$ cat src/rtl/edge_event_arbiter.sv
`default_nettype none
// ============================================================================
//  Module      : edge_event_arbiter
//  Description : Per-channel rising/falling edge detection with a one-deep
//                pending slot per channel. A round-robin arbiter serialises
//                the pending events onto a single valid/ready event port.
//                Dropped events raise a sticky per-channel overflow flag.
//  Revision    : 1.0 - initial release
// ============================================================================
module edge_event_arbiter #(
    parameter int NUM_CH = 4,
    parameter int CH_W   = $clog2(NUM_CH)
) (
    input  logic              clk,
    input  logic              reset,
    input  logic [NUM_CH-1:0] ch_i,
    input  logic [NUM_CH-1:0] rise_en_i,
    input  logic [NUM_CH-1:0] fall_en_i,
    output logic              evt_valid_o,
    input  logic              evt_ready_i,
    output logic [CH_W-1:0]   evt_ch_o,
    output logic              evt_rise_o,
    output logic [NUM_CH-1:0] ovf_o,
    input  logic              ovf_clr_i
);

    // ------------------------------------------------------------------------
    // Output-register state machine encoding
    // ------------------------------------------------------------------------
    typedef enum logic [0:0] {
        ST_EMPTY = 1'b0,
        ST_FULL  = 1'b1
    } state_t;

    state_t            state;
    state_t            state_next;

    // Edge detection
    logic [NUM_CH-1:0] prev;
    logic [NUM_CH-1:0] rise_det;
    logic [NUM_CH-1:0] fall_det;
    logic [NUM_CH-1:0] edge_det;

    // Pending slots
    logic [NUM_CH-1:0] pend_v;
    logic [NUM_CH-1:0] pend_rise;
    logic [NUM_CH-1:0] pop;
    logic [NUM_CH-1:0] capture;
    logic [NUM_CH-1:0] ovf_set;
    logic [NUM_CH-1:0] ovf_flags;

    // Arbitration
    logic [CH_W-1:0]   rr_ptr;
    logic [CH_W-1:0]   rr_next;
    logic [CH_W-1:0]   winner;
    logic              any_pend;
    logic              load;
    logic              grant;

    // ------------------------------------------------------------------------
    // Edge detection. prev follows the line every cycle so that toggling an
    // enable never manufactures a stale edge from an old line value.
    // ------------------------------------------------------------------------
    assign rise_det = ~prev &  ch_i & rise_en_i;
    assign fall_det =  prev & ~ch_i & fall_en_i;
    assign edge_det = rise_det | fall_det;

    // Line history register.
    always_ff @(posedge clk or posedge reset) begin
        if (reset) begin
            prev <= '0;
        end else begin
            prev <= ch_i;
        end
    end

    // ------------------------------------------------------------------------
    // Round-robin search starting at rr_ptr, wrapping modulo NUM_CH. The sum
    // is one bit wider than the index so the wrap works for non-power-of-two
    // channel counts.
    // ------------------------------------------------------------------------
    // Select the first pending channel at or after rr_ptr.
    always_comb begin
        logic [CH_W:0]   sum;
        logic [CH_W-1:0] idx;
        logic            found;
        sum    = '0;
        idx    = '0;
        found  = 1'b0;
        winner = '0;
        for (int k = 0; k < NUM_CH; k++) begin
            sum = {1'b0, rr_ptr} + (CH_W+1)'(k);
            if (sum >= (CH_W+1)'(NUM_CH)) begin
                sum = sum - (CH_W+1)'(NUM_CH);
            end
            idx = sum[CH_W-1:0];
            if (!found && pend_v[idx]) begin
                found  = 1'b1;
                winner = idx;
            end
        end
    end

    assign any_pend = |pend_v;

    // The output register may accept a new event when it is empty or when
    // its current event is being taken this cycle.
    assign load    = (state == ST_EMPTY) | evt_ready_i;
    assign grant   = load & any_pend;
    assign rr_next = (winner == CH_W'(NUM_CH - 1)) ? '0 : winner + CH_W'(1);

    // ------------------------------------------------------------------------
    // Per-channel slot control. A popped slot can take a new edge in the same
    // cycle (that is how a short pulse yields rise then fall with no loss);
    // a full, un-popped slot keeps its older event and flags overflow.
    // ------------------------------------------------------------------------
    generate
        for (genvar i = 0; i < NUM_CH; i++) begin : g_ch
            assign pop[i]     = grant & (winner == CH_W'(i));
            assign capture[i] = edge_det[i] & (~pend_v[i] | pop[i]);
            assign ovf_set[i] = edge_det[i] &   pend_v[i] & ~pop[i];
        end
    endgenerate

    // Pending slot state: popped slots empty, captured edges overwrite.
    always_ff @(posedge clk or posedge reset) begin
        if (reset) begin
            pend_v    <= '0;
            pend_rise <= '0;
        end else begin
            pend_v    <= (pend_v & ~pop) | capture;
            pend_rise <= (pend_rise & ~capture) | (rise_det & capture);
        end
    end

    // Sticky overflow flags; a new overflow beats a simultaneous clear.
    always_ff @(posedge clk or posedge reset) begin
        if (reset) begin
            ovf_flags <= '0;
        end else begin
            ovf_flags <= (ovf_flags & ~{NUM_CH{ovf_clr_i}}) | ovf_set;
        end
    end

    assign ovf_o = ovf_flags;

    // Round-robin pointer advances past the winner only when it is loaded.
    always_ff @(posedge clk or posedge reset) begin
        if (reset) begin
            rr_ptr <= '0;
        end else if (grant) begin
            rr_ptr <= rr_next;
        end
    end

    // ------------------------------------------------------------------------
    // Output register FSM
    // ------------------------------------------------------------------------
    // State register.
    always_ff @(posedge clk or posedge reset) begin
        if (reset) begin
            state <= ST_EMPTY;
        end else begin
            state <= state_next;
        end
    end

    // Next-state: fill when anything is pending, drain on a handshake that
    // leaves nothing behind.
    always_comb begin
        state_next = state;
        case (state)
            ST_EMPTY: begin
                if (any_pend) begin
                    state_next = ST_FULL;
                end
            end
            ST_FULL: begin
                if (evt_ready_i && !any_pend) begin
                    state_next = ST_EMPTY;
                end
            end
            default: begin
                state_next = ST_EMPTY;
            end
        endcase
    end

    assign evt_valid_o = (state == ST_FULL);

    // Event payload; only changes on a grant, so it holds under back-pressure.
    always_ff @(posedge clk or posedge reset) begin
        if (reset) begin
            evt_ch_o   <= '0;
            evt_rise_o <= 1'b0;
        end else if (grant) begin
            evt_ch_o   <= winner;
            evt_rise_o <= pend_rise[winner];
        end
    end

endmodule
`default_nettype wire
$ cat config.mk
export PLATFORM = sky130hd
export DESIGN_NAME = edge_event_arbiter
export DESIGN_NICKNAME = d
export VERILOG_FILES = /design/src/rtl/edge_event_arbiter.sv
export SDC_FILE = /design/constraint.sdc
export NUM_CORES = 1
export LEC_CHECK = 0
export ABC_AREA = 1
export BUFFER_PORTS_ARGS = -buffer_cell sky130_fd_sc_hd__buf_2
export CAP_MARGIN = 10
export CORE_UTILIZATION = 30
export CTS_CLUSTER_SIZE = 40
export DETAILED_ROUTE_END_ITERATION = 7
export GPL_ROUTABILITY_DRIVEN = 0
export GPL_TIMING_DRIVEN = 1
export PLACE_DENSITY_LB_ADDON = 0.3
export SLEW_MARGIN = 20
export SYNTH_ARGS = -nofsm -noshare
export SYNTH_HDL_FRONTEND = slang
export SYNTH_SLANG_ARGS = --single-unit
$ cat constraint.sdc
create_clock -name clk -period 2.28 [get_ports clk]
set_clock_uncertainty 0.05 [all_clocks]
set_input_delay 0.342 -clock clk [delete_from_list [all_inputs] [get_ports clk]]
set_output_delay 0.342 -clock clk [all_outputs]
set_load 0.02 [all_outputs]
### Word-level counts from Yosys, hierarchy flattened

Index checks and enable logic that the tools add are counted.

* magnitude comparators: 9
* muxes and demuxes: 25
* reduce and logical (&&, ||, !) cells: 10
* bitwise gates (word level): 48
* eq/ne operators: 3
* add/subtract/negate cells: 8

Operators with widths (count)
* $and 4x4->4: 8
* $not 4->4: 5
* $mux 2: 9
* $and 1x1->1: 17
* $or 4x4->4: 4
* $lt 2x3->1 const B: 5
* $bmux 1 s2: 5
* $mux 1: 10
* $ge 3x3->1 const B: 3
* $not 1->1: 9
* $sub 2x1->2 const B: 4
* $add 2x2->3 const B: 2
* $or 1x1->1: 5
* $eq 2x2->1 const B: 2
* $logic_and 1x1->1: 4
* $logic_not 1->1: 4
* $reduce_or 4->1: 1
* $add 2x1->3 const B: 1
* $ge 2x3->1 const B: 1
* $add 2x1->2 const B: 1
* $eq 2x1->1 const B: 1
* $logic_not 2->1: 1
* $pmux 1 s2: 1

* flip-flop bits (word level): 22
* logic and storage cells: 111
* input bits: 16
* output and inout bits: 8

### Depth between registers and ports, before layout

Gate-level depths: netlist (run 1).

* depth after elaboration: 21
* gate-level depth with buffers: 18
* depth with buffers taken out: 17

### Worst setup path before layout (run 1)

OpenSTA, ideal clock, no wires.

* path type: reg2reg
* start: register rr_ptr[0]
* end: register (tool-made name)
* period minus slack after synthesis: 2098 ps
* setup slack: 182 ps
* setup time: 128 ps
* required time: 2102 ps
* arrival time: 1920 ps
* path buffers: 1
* cell stages (with the launch flop): 19
* path through: dfrtp_1 buf_6 inv_6 nand2_1 nand2_1 nand2_4 nand2_4 nand2_1 nand2_1 nand2_1 nand2_2 nand2_4 inv_1 ha_1 inv_1 o21ai_0 inv_1 o21ai_0 o31ai_1

RTL lines
* from (decl): line 53 `logic [CH_W-1:0] rr_ptr;`
* from (signal assigned): line 152 `rr_ptr <= rr_next;`

### Final worst setup path (run 1)

* start: register rr_ptr[0]
* end: register ovf_flags[3] (netlist: ovf_o[3])

* cells in the longest elaborated chain, start to end: 19
* elaborated cells between the ends (all ways): 41
* those cells by class: 7 x add/sub; 4 x order compare; 1 x eq/ne; 19 x mux; 4 x bitwise; 6 x reduce/logical

Ends and longest elaborated chain
* branches (longest 13 deep; another with $add 2x1->3)
* $mux 2 *: line 97 `if (!found && pend_v[idx]) begin`
* net winner[1]: line 55 `logic [CH_W-1:0] winner;`
* $eq 2x2->1 *: line 119 `assign pop[i] = grant & (winner == CH_W'(i));`
* $and 1x1->1 *: line 119
* $not 1->1 *: line 121 `assign ovf_set[i] = edge_det[i] & pend_v[i] & ~pop[i];`
* $and 1x1->1 *: line 121
* $or 4x4->4 *: line 141 `ovf_flags <= (ovf_flags & ~{NUM_CH{ovf_clr_i}}) | ovf_set;`
* to (signal assigned): line 141
* to (decl): line 50 `logic [NUM_CH-1:0] ovf_flags;`

Mark *: on every way through the listed nets, which the timed path passes. The select of a mux whose other input is x is not followed.
A chain may end at the register's enable or synchronous reset.

==> report_table.html, run 1 <==
<table>
<tr><th>Metric</th><th>Value</th></tr>
<tr><th colspan="2">Logic synthesis</th></tr>
<tr><td>Sequential cell area fraction in the yosys report</td><td>42.7%</td></tr>
<tr><td>Post-synthesis cell type count</td><td>22</td></tr>
<tr><td>Nets in the synthesized netlist</td><td>180</td></tr>
<tr><td>Synthesized area per cell</td><td>8.06 um^2</td></tr>
<tr><td>Total of flip-flops plus latches after synthesis</td><td>22</td></tr>
<tr><td>Synth Warn #</td><td>0</td></tr>
<tr><td>Number of instances in the synthesized netlist</td><td>160</td></tr>
<tr><td>Cell area after synthesis</td><td>1290 um^2</td></tr>
<tr><th colspan="2">STA</th></tr>
<tr><td>Final Critical Period</td><td>2.18 ns</td></tr>
<tr><td>RSZ-0062 raised after global routing</td><td>yes</td></tr>
<tr><td>Fin Hold WS</td><td>0.0529 ns</td></tr>
<tr><td>Final setup vio count</td><td>0</td></tr>
<tr><td>Share of the clock period used by the worst path</td><td>95.7%</td></tr>
<tr><td>Final count of hold timing violations</td><td>0</td></tr>
<tr><td>Highest achievable clock rate</td><td>458 MHz</td></tr>
<tr><td>Number of pins with negative max-slew slack in the final report</td><td>0</td></tr>
<tr><td>Post-Route Setup TNS</td><td>0 ns</td></tr>
<tr><td>Headroom to the max-slew limit</td><td>74.4%</td></tr>
<tr><td>Tightest Pin Transition</td><td>0.383 ns</td></tr>
<tr><th colspan="2">CTS</th></tr>
<tr><td>CTS buffer count</td><td>3</td></tr>
<tr><td>Clock tree from TritonCTS</td><td>built</td></tr>
<tr><td>Clk pin slew, worst setup/hold paths</td><td>0.07 ns</td></tr>
<tr><td>Clock Path Buffers</td><td>2</td></tr>
<tr><td>Number of sinks on the clock net</td><td>22</td></tr>
<tr><td>Hold_buf cts</td><td>0</td></tr>
<tr><td>Buffer cell driving the clock tree root</td><td>sky130_fd_sc_hd__clkbuf_8</td></tr>
<tr><td>H-tree Lvls</td><td>1</td></tr>
<tr><td>Insertion delay of the later-clocked pin in the worst-skew pair</td><td>0.25 ns</td></tr>
<tr><th colspan="2">Global routing</th></tr>
<tr><td>First-pass GRT wire length</td><td>4640 um</td></tr>
<tr><td>Total congestion overflow after global routing</td><td>0</td></tr>
<tr><td>Largest net degree at the start of global routing</td><td>23</td></tr>
<tr><td>Number of antenna violations at the first check in global routing</td><td>0</td></tr>
<tr><td>Tot GR Track Use</td><td>13.5%</td></tr>
<tr><td>Vias in the first global route</td><td>1131</td></tr>
<tr><th colspan="2">Routing</th></tr>
<tr><td>Routed via count divided by cell count</td><td>4.41</td></tr>
<tr><td>Pre-Repair DR Iteration Count</td><td>3</td></tr>
<tr><td>Initial DRC Count</td><td>27</td></tr>
<tr><td>Post-detailed-route DRC marker count</td><td>0</td></tr>
<tr><td>Routed WL per cell</td><td>11.1 um</td></tr>
<tr><td>Vias</td><td>1130</td></tr>
<tr><td>Total length of routed wires</td><td>2840 um</td></tr>
<tr><td>Post-route antenna net violation count</td><td>0</td></tr>
<tr><th colspan="2">Floorplanning</th></tr>
<tr><td>Vertical extent of the die</td><td>67.6 um</td></tr>
<tr><td>Core footprint</td><td>4060 um^2</td></tr>
<tr><td>Initial Util</td><td>31.8%</td></tr>
<tr><td>Area enclosed by the die boundary</td><td>4570 um^2</td></tr>
<tr><td>Width of the die</td><td>67.6 um</td></tr>
<tr><td>Boundary pin count</td><td>24</td></tr>
<tr><td>Floorplan row count</td><td>23</td></tr>
<tr><th colspan="2">Placed design</th></tr>
<tr><td>Post-detailed-placement half-perimeter wirelength</td><td>2030 um</td></tr>
<tr><td>Number of input and output port buffers inserted</td><td>23</td></tr>
<tr><td>Placed instance count</td><td>244</td></tr>
<tr><th colspan="2">Setup path</th></tr>
<tr><td>Largest fanout of any net on the critical path</td><td>8</td></tr>
<tr><td>CP Data Required Time</td><td>2.41 ns</td></tr>
<tr><td>Kind of capture point of the worst setup path</td><td>flop</td></tr>
<tr><td>Startpoint-to-endpoint class of the critical path</td><td>reg -&gt; reg</td></tr>
<tr><td>Arrival time at the worst endpoint</td><td>2.31 ns</td></tr>
<tr><td>Critical Path Source Type</td><td>flop</td></tr>
<tr><th colspan="2">Cells and area</th></tr>
<tr><td>Final net count</td><td>228</td></tr>
<tr><td>Final cell count without fillers</td><td>256</td></tr>
<tr><td>Fraction of layout cells with a size suffix above 1</td><td>45.6%</td></tr>
<tr><td>Signed area change from the synthesized netlist to the final layout</td><td>42.6%</td></tr>
<tr><td>N_diodes</td><td>0</td></tr>
<tr><td>Fillers</td><td>416</td></tr>
<tr><td>Fin util</td><td>45.3%</td></tr>
<tr><th colspan="2">Status</th></tr>
<tr><td>Status</td><td>complete, no violations</td></tr>
<tr><th colspan="2">Run</th></tr>
<tr><td>Max capacitance violation total</td><td>0</td></tr>
<tr><th colspan="2">Min path</th></tr>
<tr><td>Worst min-delay path class</td><td>in -&gt; async</td></tr>
</table>
==> metrics by stage <==
step	instance area, um^2	setup slack (ns)
after CTS	1590	0.0223
after floorplan	1290	0.182
final	1840	0.0978
after global placement	1550	0.00289
after detailed placement	1550	-0.0316
after global routing	1840	-0.0472
==> cells in the mapped netlist, drive strengths merged <==
cell type | instances | share of area (%)
dfrtp | 22 | 43
o31ai | 4 | 2.3
ha | 4 | 3.9
o22ai | 4 | 1.9
inv | 33 | 10
nor4 | 1 | 0.49
o21ai | 14 | 5.4
o21bai | 1 | 0.58
nand3b | 4 | 2.3
nand4 | 2 | 1.9
nor2 | 7 | 3.5
nand3 | 9 | 4.7
buf | 1 | 0.87
nand2 | 54 | 19
==> cell usage in the layout, fill, tap and decap left out, types with 4 or more instances in the layout <==
cell and n:
sky130_fd_sc_hd__buf_2 23, sky130_fd_sc_hd__inv_1 27, sky130_fd_sc_hd__o22ai_1 4, sky130_fd_sc_hd__o21ai_2 5
sky130_fd_sc_hd__nand3b_1 4, sky130_fd_sc_hd__nand3_1 5, sky130_fd_sc_hd__buf_4 18, sky130_fd_sc_hd__o21ai_0 5
sky130_fd_sc_hd__nand2_1 33, sky130_fd_sc_hd__o21ai_1 4, sky130_fd_sc_hd__nand2_4 13, sky130_fd_sc_hd__dfrtp_1 20
sky130_fd_sc_hd__nand2_2 8, sky130_fd_sc_hd__nand3_2 4
==> cells by family (layout without fill, tap and decap cells) <==
group                      count (synthesis)  in the layout  synth area share (%)
buffers and inverters                     34             80                  10.9
DFF                                       22             22                  42.7
AOI/OAI and AO/OA                         23             23                  10.3
and+or+nand+nor                           77             77                  32.3
adders and majority gates                  4              4                  3.88
==> worst paths after layout <==
kind | cells after the start | startpoint | to | slack, ns
min reg2reg | 1 | prev[3] | flop | 0.42
max reg2reg | 16 | rr_ptr[0] | ovf_o[3] | 0.1
max in group asynchronous | 3 | reset | rr_ptr[0] | 1.88
min in group clk | 1 | ch_i[0] | prev[0] | 0.16
max | 16 | rr_ptr[0] | ovf_o[3] | 0.1
min | 3 | reset | ovf_o[3] | 0.05
==> layout make-up <==
type | count | area [um^2] | area share [%]
multi-input combinational | 104 | 756 | 41.1
sequential | 22 | 553 | 30.1
timing repair buffer | 44 | 293 | 15.9
inverter | 33 | 134 | 7.28
tap | 50 | 62.6 | 3.40
clock buffer | 3 | 41.3 | 2.24
==> metal layers <==
metal / vias up / track usage (%) / wire, um
li1: 600 / - / -
met1: 515 / 15.6 / 1190
met2: 13 / 24.6 / 1570
met3: 2 / 1.69 / 55
met4: 0 / 5.85 / 19
met5: - / 0 / 0
==> repair_timing <==
action,CTS,global route
pin swaps,0,22
setup endpoints to repair,3,10
buffers inserted,0,9
gates resized for setup,3,51
hold endpoints to repair,0,0
==> critical path, cell delays in order, from the launching register on <==
cell,delay (ns)
sky130_fd_sc_hd__dfrtp_2,0.45
sky130_fd_sc_hd__clkinv_4,0.15
sky130_fd_sc_hd__nand2_4,0.10
sky130_fd_sc_hd__nand2_4,0.06
sky130_fd_sc_hd__nand2_4,0.08
sky130_fd_sc_hd__nand2_4,0.07
sky130_fd_sc_hd__nor2_8,0.17
sky130_fd_sc_hd__buf_6,0.12
sky130_fd_sc_hd__nand4_4,0.07
sky130_fd_sc_hd__nand2_4,0.12
sky130_fd_sc_hd__inv_4,0.05
sky130_fd_sc_hd__ha_4,0.15
sky130_fd_sc_hd__inv_2,0.05
sky130_fd_sc_hd__o21ai_2,0.05
sky130_fd_sc_hd__buf_4,0.14
sky130_fd_sc_hd__buf_4,0.12
sky130_fd_sc_hd__o22ai_1,0.10
Power of run 1 is left out: the tool's default activity adds up to more than one toggle a clock period on the data nets, which glitch-free logic cannot reach.
==> inputs of run 2 (changes only) <==
ABC_CLOCK_PERIOD_IN_PS = 2280   (was unset)
CELL_PAD_IN_SITES_DETAIL_PLACEMENT = 0   (was unset)
CELL_PAD_IN_SITES_GLOBAL_PLACEMENT = 2   (was unset)
RECOVER_POWER = 50   (was unset)
==> run 2 against run 1 <==
Net effect: final area down 6.3%; count of clock-buffer cells in the layout unchanged; largest cell class unchanged; fmax up 3.2%; sequential share of layout area up 1.9 points; critical path depth down 1; highest routed layer unchanged; register-to-register slack better by 0.07 ns; worst setup slack better by 0.068 ns; non-clock buffer count unchanged; via count up 0.71%; global-route usage up 1.3 points; die area unchanged.
==> report_table.html, run 2 (synthesized netlist as in run 1, its figures left out) <==
<table>
<tr><th>Metric</th><th>Value</th></tr>
<tr><th colspan="2">Pwr</th></tr>
<tr><td>Static power due to leakage</td><td>0.000914 uW</td></tr>
<tr><td>Total power</td><td>3040 uW</td></tr>
<tr><td>VDD IR-drop max</td><td>0.688 mV</td></tr>
<tr><td>Power density relative to cell area</td><td>1760 nW/um^2</td></tr>
<tr><th colspan="2">CTS</th></tr>
<tr><td>Buffer cell driving the clock tree root</td><td>sky130_fd_sc_hd__clkbuf_8</td></tr>
<tr><td>Hold_buf cts</td><td>0 (unchanged)</td></tr>
<tr><td>Clock Path Buffers</td><td>2 (unchanged)</td></tr>
<tr><td>H-tree Lvls</td><td>1 (unchanged)</td></tr>
<tr><td>Number of sinks on the clock net</td><td>22 (unchanged)</td></tr>
<tr><td>Clock tree from TritonCTS</td><td>built</td></tr>
<tr><td>Clk pin slew, worst setup/hold paths</td><td>0.09 ns (+0.02 ns)</td></tr>
<tr><td>Insertion delay of the later-clocked pin in the worst-skew pair</td><td>0.27 ns (+0.02 ns)</td></tr>
<tr><td>CTS buffer count</td><td>3 (unchanged)</td></tr>
<tr><th colspan="2">Routing</th></tr>
<tr><td>Pre-Repair DR Iteration Count</td><td>4 (+1)</td></tr>
<tr><td>Routed via count divided by cell count</td><td>4.43 (+0.32%)</td></tr>
<tr><td>Routed WL per cell</td><td>10.9 um (-1.3%)</td></tr>
<tr><td>Initial DRC Count</td><td>30 (+11%)</td></tr>
<tr><td>Post-detailed-route DRC marker count</td><td>0 (unchanged)</td></tr>
<tr><td>Total length of routed wires</td><td>2810 um (-0.92%)</td></tr>
<tr><td>Post-route antenna net violation count</td><td>0 (unchanged)</td></tr>
<tr><td>Vias</td><td>1138 (+0.71%)</td></tr>
<tr><th colspan="2">Status</th></tr>
<tr><td>Status</td><td>complete, no violations</td></tr>
<tr><th colspan="2">Floorplanning</th></tr>
<tr><td>Core footprint</td><td>4060 um^2 (unchanged)</td></tr>
<tr><td>Width of the die</td><td>67.6 um (unchanged)</td></tr>
<tr><td>Vertical extent of the die</td><td>67.6 um (unchanged)</td></tr>
<tr><td>Area enclosed by the die boundary</td><td>4570 um^2 (unchanged)</td></tr>
<tr><td>Boundary pin count</td><td>24 (unchanged)</td></tr>
<tr><td>Initial Util</td><td>31.8% (unchanged)</td></tr>
<tr><td>Floorplan row count</td><td>23 (unchanged)</td></tr>
<tr><th colspan="2">STA</th></tr>
<tr><td>Final Critical Period</td><td>2.11 ns (-0.0678 ns)</td></tr>
<tr><td>Headroom to the max-slew limit</td><td>22.0% (-52 points)</td></tr>
<tr><td>Final setup vio count</td><td>0 (unchanged)</td></tr>
<tr><td>Number of pins with negative max-slew slack in the final report</td><td>0 (unchanged)</td></tr>
<tr><td>Highest achievable clock rate</td><td>473 MHz (+3.2%)</td></tr>
<tr><td>Final count of hold timing violations</td><td>0 (unchanged)</td></tr>
<tr><td>Tightest Pin Transition</td><td>1.17 ns (+0.787 ns)</td></tr>
<tr><td>Fin Hold WS</td><td>0.154 ns (+0.101 ns)</td></tr>
<tr><td>Share of the clock period used by the worst path</td><td>92.7% (-3.0 points)</td></tr>
<tr><th colspan="2">Cells and area</th></tr>
<tr><td>N_diodes</td><td>0 (unchanged)</td></tr>
<tr><td>Final net count</td><td>228 (unchanged)</td></tr>
<tr><td>Fraction of layout cells with a size suffix above 1</td><td>37.7% (-7.9 points)</td></tr>
<tr><td>Signed area change from the synthesized netlist to the final layout</td><td>33.7%</td></tr>
<tr><td>Leading cell types in the layout, fill and taps excluded</td><td>sky130_fd_sc_hd__nand2_1, sky130_fd_sc_hd__inv_1, sky130_fd_sc_hd__dfrtp_1, sky130_fd_sc_hd__buf_2, sky130_fd_sc_hd__buf_4</td></tr>
<tr><td>Most common cell after layout, fill and taps aside</td><td>sky130_fd_sc_hd__nand2_1</td></tr>
<tr><th colspan="2">Run</th></tr>
<tr><td>Max capacitance violation total</td><td>0 (unchanged)</td></tr>
<tr><th colspan="2">Global routing</th></tr>
<tr><td>Number of antenna violations at the first check in global routing</td><td>0 (unchanged)</td></tr>
<tr><td>Largest net degree at the start of global routing</td><td>23 (unchanged)</td></tr>
<tr><td>Vias in the first global route</td><td>1171 (+3.5%)</td></tr>
<tr><td>Total congestion overflow after global routing</td><td>0 (unchanged)</td></tr>
<tr><td>Tot GR Track Use</td><td>14.8% (+1.3 points)</td></tr>
<tr><td>First-pass GRT wire length</td><td>5020 um (+8.0%)</td></tr>
<tr><th colspan="2">Placed design</th></tr>
<tr><td>Number of input and output port buffers inserted</td><td>23 (unchanged)</td></tr>
<tr><td>Post-detailed-placement half-perimeter wirelength</td><td>2180 um (+7.4%)</td></tr>
<tr><th colspan="2">Setup path</th></tr>
<tr><td>Largest fanout of any net on the critical path</td><td>8 (unchanged)</td></tr>
<tr><td>Critical Path Source Type</td><td>flop</td></tr>
<tr><td>CP Data Required Time</td><td>2.39 ns (-0.02 ns)</td></tr>
<tr><td>Startpoint-to-endpoint class of the critical path</td><td>reg -&gt; reg</td></tr>
<tr><td>Kind of capture point of the worst setup path</td><td>flop</td></tr>
<tr><td>Arrival time at the worst endpoint</td><td>2.22 ns (-0.09 ns)</td></tr>
<tr><th colspan="2">Min path</th></tr>
<tr><td>Worst min-delay path class</td><td>in -&gt; reg</td></tr>
</table>
==> run 2: cell types whose count changed in the layout (fill, tap and decap cells not counted), moves of 4 or more <==
cell | before | now
sky130_fd_sc_hd__nand2_1 | 33 | 41
sky130_fd_sc_hd__buf_2 | 23 | 19
sky130_fd_sc_hd__nand2_4 | 13 | 5
sky130_fd_sc_hd__clkbuf_1 | 0 | 5
==> run 2: repair_timing <==
action,in CTS,in global routing
buffers inserted,0,8
endpoints found under the setup margin,4,11
cloned,0,0
resized for setup,3,21
pin swaps,0,5
==> run 2: power by group <==
group          switching (uW)  internal (uW)  total (uW)  leakage, uW
registers                 114            541         654     0.000256
clock network             133            235         367    0.0000357
logic                    1160            863        2020     0.000622
total                    1400           1640        3040     0.000914
==> run 2: final timing paths <==
check / startpoint / end / slack [ns] / cells after the start
max: rr_ptr[0] / flop / 0.17 / 15
min: ch_i[0] / prev[0] / 0.15 / 1
max reg2reg: rr_ptr[0] / flop / 0.17 / 15
min reg2reg: prev[1] / flop / 0.43 / 1
max in group asynchronous: reset / rr_ptr[0] / 1.02 / 3
min in group asynchronous: reset / pend_v[3] / 0.38 / 3
==> run 2: per-layer routing <==
metal / GRT usage (%) / part of all wire, % / vias up
met5: 0 / 0 / -
met4: 7.71 / 2.9 / 0
li1: - / - / 597
met2: 24.8 / 48 / 24
met1: 18.3 / 46 / 508
met3: 2.03 / 2.6 / 9
==> run 2: final cells by class <==
class | count | area, um^2
tap | 50 | 62.6
fill | 412 | 2330
multi-input combinational | 104 | 642
sequential | 22 | 552
clock inverter | 1 | 30.0
timing repair buffer | 44 | 268
inverter | 33 | 129
clock buffer | 3 | 41.3
==> run 2: critical path: stages (launching register included) <==
cell and delay, ns:
sky130_fd_sc_hd__dfrtp_2 0.45, sky130_fd_sc_hd__clkinv_4 0.10, sky130_fd_sc_hd__nand2_1 0.10, sky130_fd_sc_hd__nand2_1 0.06
sky130_fd_sc_hd__nor2_1 0.15, sky130_fd_sc_hd__nor2_2 0.09, sky130_fd_sc_hd__buf_4 0.14, sky130_fd_sc_hd__nand4_2 0.09
sky130_fd_sc_hd__nand2_4 0.08, sky130_fd_sc_hd__inv_2 0.07, sky130_fd_sc_hd__ha_1 0.14, sky130_fd_sc_hd__inv_1 0.05
sky130_fd_sc_hd__o21ai_2 0.18, sky130_fd_sc_hd__inv_2 0.07, sky130_fd_sc_hd__o21ai_2 0.12, sky130_fd_sc_hd__o31ai_2 0.08
==> run 2: stage by stage <==
stage	TNS [ns]	utilization [%]	setup slack (ns)	std cells	area, um^2
4_1_cts	0	40.1	0.0237	249	1630
2_1_floorplan	0	-	0.182	160	1290
3_5_place_dp	-0.186	38.3	-0.0866	245	1550
5_1_grt	-0.0102	42.5	-0.00699	257	1720
3_3_place_gp	-0.101	38.3	-0.0544	245	1550
6_report	0	42.5	0.166	257	1720
Power figures use the tool's default switching activity.
==> inputs of run 3 (changes only) <==
ABC_CLOCK_PERIOD_IN_PS = 1900   (was 2280)
CTS_BUF_LIST = sky130_fd_sc_hd__clkbuf_8   (was unset)
clock period = 1.9 ns   (was 2.28 ns; I/O delays follow)
==> run 3 against run 2 <==
Net effect: the flow now finishes with violations (setup timing); critical path depth increased by 2; die area unchanged; count of clock-buffer cells in the layout unchanged; first-iteration DRC count decreased by 50%; cell count increased by 2.3%; fmax increased by 1.5%; worst setup slack got worse by 0.35 ns; via count increased by 4.2%; utilization increased by 5.5 points; worst hold slack got worse by 0.043 ns; flip-flop and latch count unchanged; non-clock buffer count increased by 7; critical path type unchanged; largest cell class unchanged.
==> report_table.html, run 3 (synthesized netlist as in run 1, its figures left out) <==
<table>
<tr><th>Metric</th><th>Value</th></tr>
<tr><th colspan="2">Setup path</th></tr>
<tr><td>Largest fanout of any net on the critical path</td><td>8 (unchanged)</td></tr>
<tr><td>CP Data Required Time</td><td>1.99 ns (-0.40 ns)</td></tr>
<tr><td>Critical Path Most Common Cell</td><td>sky130_fd_sc_hd__nand2_4</td></tr>
<tr><td>Cells traversed along the worst timing path</td><td>buf_12 &gt; inv_16 &gt; nand2_4 &gt; nand2_4 &gt; nand2_4 &gt; nand2_4 &gt; nor2_8 &gt; nand3_2 &gt; nand3_2 &gt; nand2_4 &gt; inv_4 &gt; ha_4 &gt; inv_2 &gt; o21ai_2 &gt; inv_1 &gt; o21ai_1 &gt; o31ai_1</td></tr>
<tr><td>Slowest stage cell on the critical path</td><td>sky130_fd_sc_hd__dfrtp_1</td></tr>
<tr><td>Arrival time at the worst endpoint</td><td>2.18 ns (-0.04 ns)</td></tr>
<tr><td>Kind of capture point of the worst setup path</td><td>flop</td></tr>
<tr><td>Critical Path Source Type</td><td>flop</td></tr>
<tr><td>Category of cells accounting for the largest share of critical-path delay</td><td>simple AND/OR/NAND/NOR gates</td></tr>
<tr><td>Stage delay of the slowest cell on the critical path</td><td>0.37 ns (-0.08 ns)</td></tr>
<tr><td>Combined buffer and inverter count along the critical path</td><td>5 (unchanged)</td></tr>
<tr><td>Startpoint-to-endpoint class of the critical path</td><td>reg -&gt; reg</td></tr>
<tr><th colspan="2">Cells and area</th></tr>
<tr><td>Fin util</td><td>47.9% (+5.5 points)</td></tr>
<tr><td>Final net count</td><td>235 (+3.1%)</td></tr>
<tr><td>Most common cell after layout, fill and taps aside</td><td>sky130_fd_sc_hd__buf_4</td></tr>
<tr><td>Signed area change from the synthesized netlist to the final layout</td><td>50.8%</td></tr>
<tr><td>Leading cell types in the layout, fill and taps excluded</td><td>sky130_fd_sc_hd__buf_4, sky130_fd_sc_hd__nand2_1, sky130_fd_sc_hd__inv_1, sky130_fd_sc_hd__dfrtp_1, sky130_fd_sc_hd__buf_2</td></tr>
<tr><td>N_diodes</td><td>0 (unchanged)</td></tr>
<tr><td>Fraction of layout cells with a size suffix above 1</td><td>51.6% (+14 points)</td></tr>
<tr><th colspan="2">STA</th></tr>
<tr><td>Tightest Pin Transition</td><td>1.18 ns (+0.0116 ns)</td></tr>
<tr><td>Share of the clock period used by the worst path</td><td>110% (+17 points)</td></tr>
<tr><td>Fin Hold WS</td><td>0.110 ns (-0.0433 ns)</td></tr>
<tr><td>Final count of hold timing violations</td><td>0 (unchanged)</td></tr>
<tr><td>Worst Slack Setup Final</td><td>-0.184 ns (-0.349 ns)</td></tr>
<tr><td>Number of pins with negative max-slew slack in the final report</td><td>0 (unchanged)</td></tr>
<tr><td>Final Critical Period</td><td>2.08 ns (-0.0308 ns)</td></tr>
<tr><td>Post-Route Setup TNS</td><td>-1.35 ns (-1.35 ns)</td></tr>
<tr><td>Headroom to the max-slew limit</td><td>21.2% (-0.77 points)</td></tr>
<tr><td>Final setup vio count</td><td>12 (+12)</td></tr>
<tr><td>Highest achievable clock rate</td><td>480 MHz (+1.5%)</td></tr>
<tr><td>RSZ-0062 raised after global routing</td><td>yes</td></tr>
<tr><th colspan="2">CTS</th></tr>
<tr><td>Insertion delay of the later-clocked pin in the worst-skew pair</td><td>0.26 ns (about the same)</td></tr>
<tr><td>H-tree Lvls</td><td>1 (unchanged)</td></tr>
<tr><td>Clk pin slew, worst setup/hold paths</td><td>0.08 ns (about the same)</td></tr>
<tr><td>Hold_buf cts</td><td>0 (unchanged)</td></tr>
<tr><td>Number of sinks on the clock net</td><td>22 (unchanged)</td></tr>
<tr><td>Buffer cell driving the clock tree root</td><td>sky130_fd_sc_hd__clkbuf_8</td></tr>
<tr><td>Clock tree from TritonCTS</td><td>built</td></tr>
<tr><td>CTS buffer count</td><td>3 (unchanged)</td></tr>
<tr><td>Clock Path Buffers</td><td>2 (unchanged)</td></tr>
<tr><th colspan="2">Floorplanning</th></tr>
<tr><td>Vertical extent of the die</td><td>67.6 um (unchanged)</td></tr>
<tr><td>Floorplan row count</td><td>23 (unchanged)</td></tr>
<tr><td>Area enclosed by the die boundary</td><td>4570 um^2 (unchanged)</td></tr>
<tr><td>Width of the die</td><td>67.6 um (unchanged)</td></tr>
<tr><td>Core footprint</td><td>4060 um^2 (unchanged)</td></tr>
<tr><td>Boundary pin count</td><td>24 (unchanged)</td></tr>
<tr><td>Initial Util</td><td>31.8% (unchanged)</td></tr>
<tr><th colspan="2">Routing</th></tr>
<tr><td>Initial DRC Count</td><td>15 (-50%)</td></tr>
<tr><td>Pre-Repair DR Iteration Count</td><td>4 (unchanged)</td></tr>
<tr><td>Total length of routed wires</td><td>2970 um (+5.5%)</td></tr>
<tr><td>Vias</td><td>1186 (+4.2%)</td></tr>
<tr><td>Post-route antenna net violation count</td><td>0 (unchanged)</td></tr>
<tr><td>Routed WL per cell</td><td>11.3 um (+3.1%)</td></tr>
<tr><td>Routed via count divided by cell count</td><td>4.51 (+1.8%)</td></tr>
<tr><td>Post-detailed-route DRC marker count</td><td>0 (unchanged)</td></tr>
<tr><th colspan="2">Placed design</th></tr>
<tr><td>Number of input and output port buffers inserted</td><td>23 (unchanged)</td></tr>
<tr><td>Post-detailed-placement half-perimeter wirelength</td><td>2300 um (+5.6%)</td></tr>
<tr><th colspan="2">Status</th></tr>
<tr><td>Violated checks</td><td>setup timing</td></tr>
<tr><td>Status</td><td>finished with violations</td></tr>
<tr><th colspan="2">Global routing</th></tr>
<tr><td>Number of antenna violations at the first check in global routing</td><td>0 (unchanged)</td></tr>
<tr><td>Vias in the first global route</td><td>1126 (-3.8%)</td></tr>
<tr><td>Tot GR Track Use</td><td>14.6% (-0.20 points)</td></tr>
<tr><td>Largest net degree at the start of global routing</td><td>23 (unchanged)</td></tr>
<tr><td>Total congestion overflow after global routing</td><td>0 (unchanged)</td></tr>
<tr><td>First-pass GRT wire length</td><td>4950 um (-1.2%)</td></tr>
<tr><th colspan="2">Run</th></tr>
<tr><td>Max capacitance violation total</td><td>0 (unchanged)</td></tr>
<tr><th colspan="2">Min path</th></tr>
<tr><td>Worst min-delay path class</td><td>in -&gt; reg</td></tr>
</table>
[run 3: changes by cell type in the layout (fill, tap and decap cells not counted), moves of 3 or more]
cell / change
sky130_fd_sc_hd__buf_4: +6
sky130_fd_sc_hd__ha_1: -3
sky130_fd_sc_hd__ha_4: +3
sky130_fd_sc_hd__inv_1: -4
sky130_fd_sc_hd__nand2_1: -17
sky130_fd_sc_hd__nand2_2: +8
sky130_fd_sc_hd__nand2_4: +8
sky130_fd_sc_hd__o21ai_1: +3
[run 3: worst paths after layout]
kind                            from         to  slack [ns]  cells past startpoint
hold reg to reg              prev[3]       flop        0.42                      1
setup reg to reg           rr_ptr[0]       flop       -0.18                     17
min in group asynchronous      reset    prev[0]        0.34                      3
max in group asynchronous      reset  rr_ptr[1]        0.67                      3
setup / recovery           rr_ptr[0]       flop       -0.18                     17
hold / removal               ch_i[0]    prev[0]        0.11                      1
[run 3: what timing repair did]
| action | CTS | global route |
|---|---|---|
| setup endpoints to repair | 12 | 17 |
| gates resized for setup | 25 | 22 |
| buffers inserted | 4 | 2 |
| pin swaps | 16 | 17 |
[run 3: through the flow]
stage / area, um^2 / instances / setup WS (ns)
floorplan: 1350 / 160 / -0.0432
global placement: 1700 / 254 / -0.183
detailed placement: 1700 / 254 / -0.231
CTS: 1870 / 261 / -0.190
global route: 1950 / 263 / -0.306
finish: 1950 / 263 / -0.184
[run 3: final cells by class]
cell class / instances / area, um^2
multi-input cells: 104 / 812
flip-flops and latches: 22 / 552
inverters: 33 / 145
fillers: 398 / 2110
repair buffers: 51 / 333
well taps: 50 / 62.6
clock buffers: 3 / 41.3
[run 3: worst register-to-register path: cells and delay by family, from the launching register on]
kind            cells  cell delay, ns
compound gates      3            0.34
fa+ha+maj           1            0.12
flops               1            0.37
simple gates        8            0.70
buf+inv             5            0.40
[run 3: layer usage]
layer / GRT usage (%) / part of all wire [%]
met1: 18.4 / 45
met5: 0 / 0
met3: 1.52 / 1.5
met4: 5.59 / 0.81
met2: 25.2 / 52
Power of run 3 is left out for the same reason.
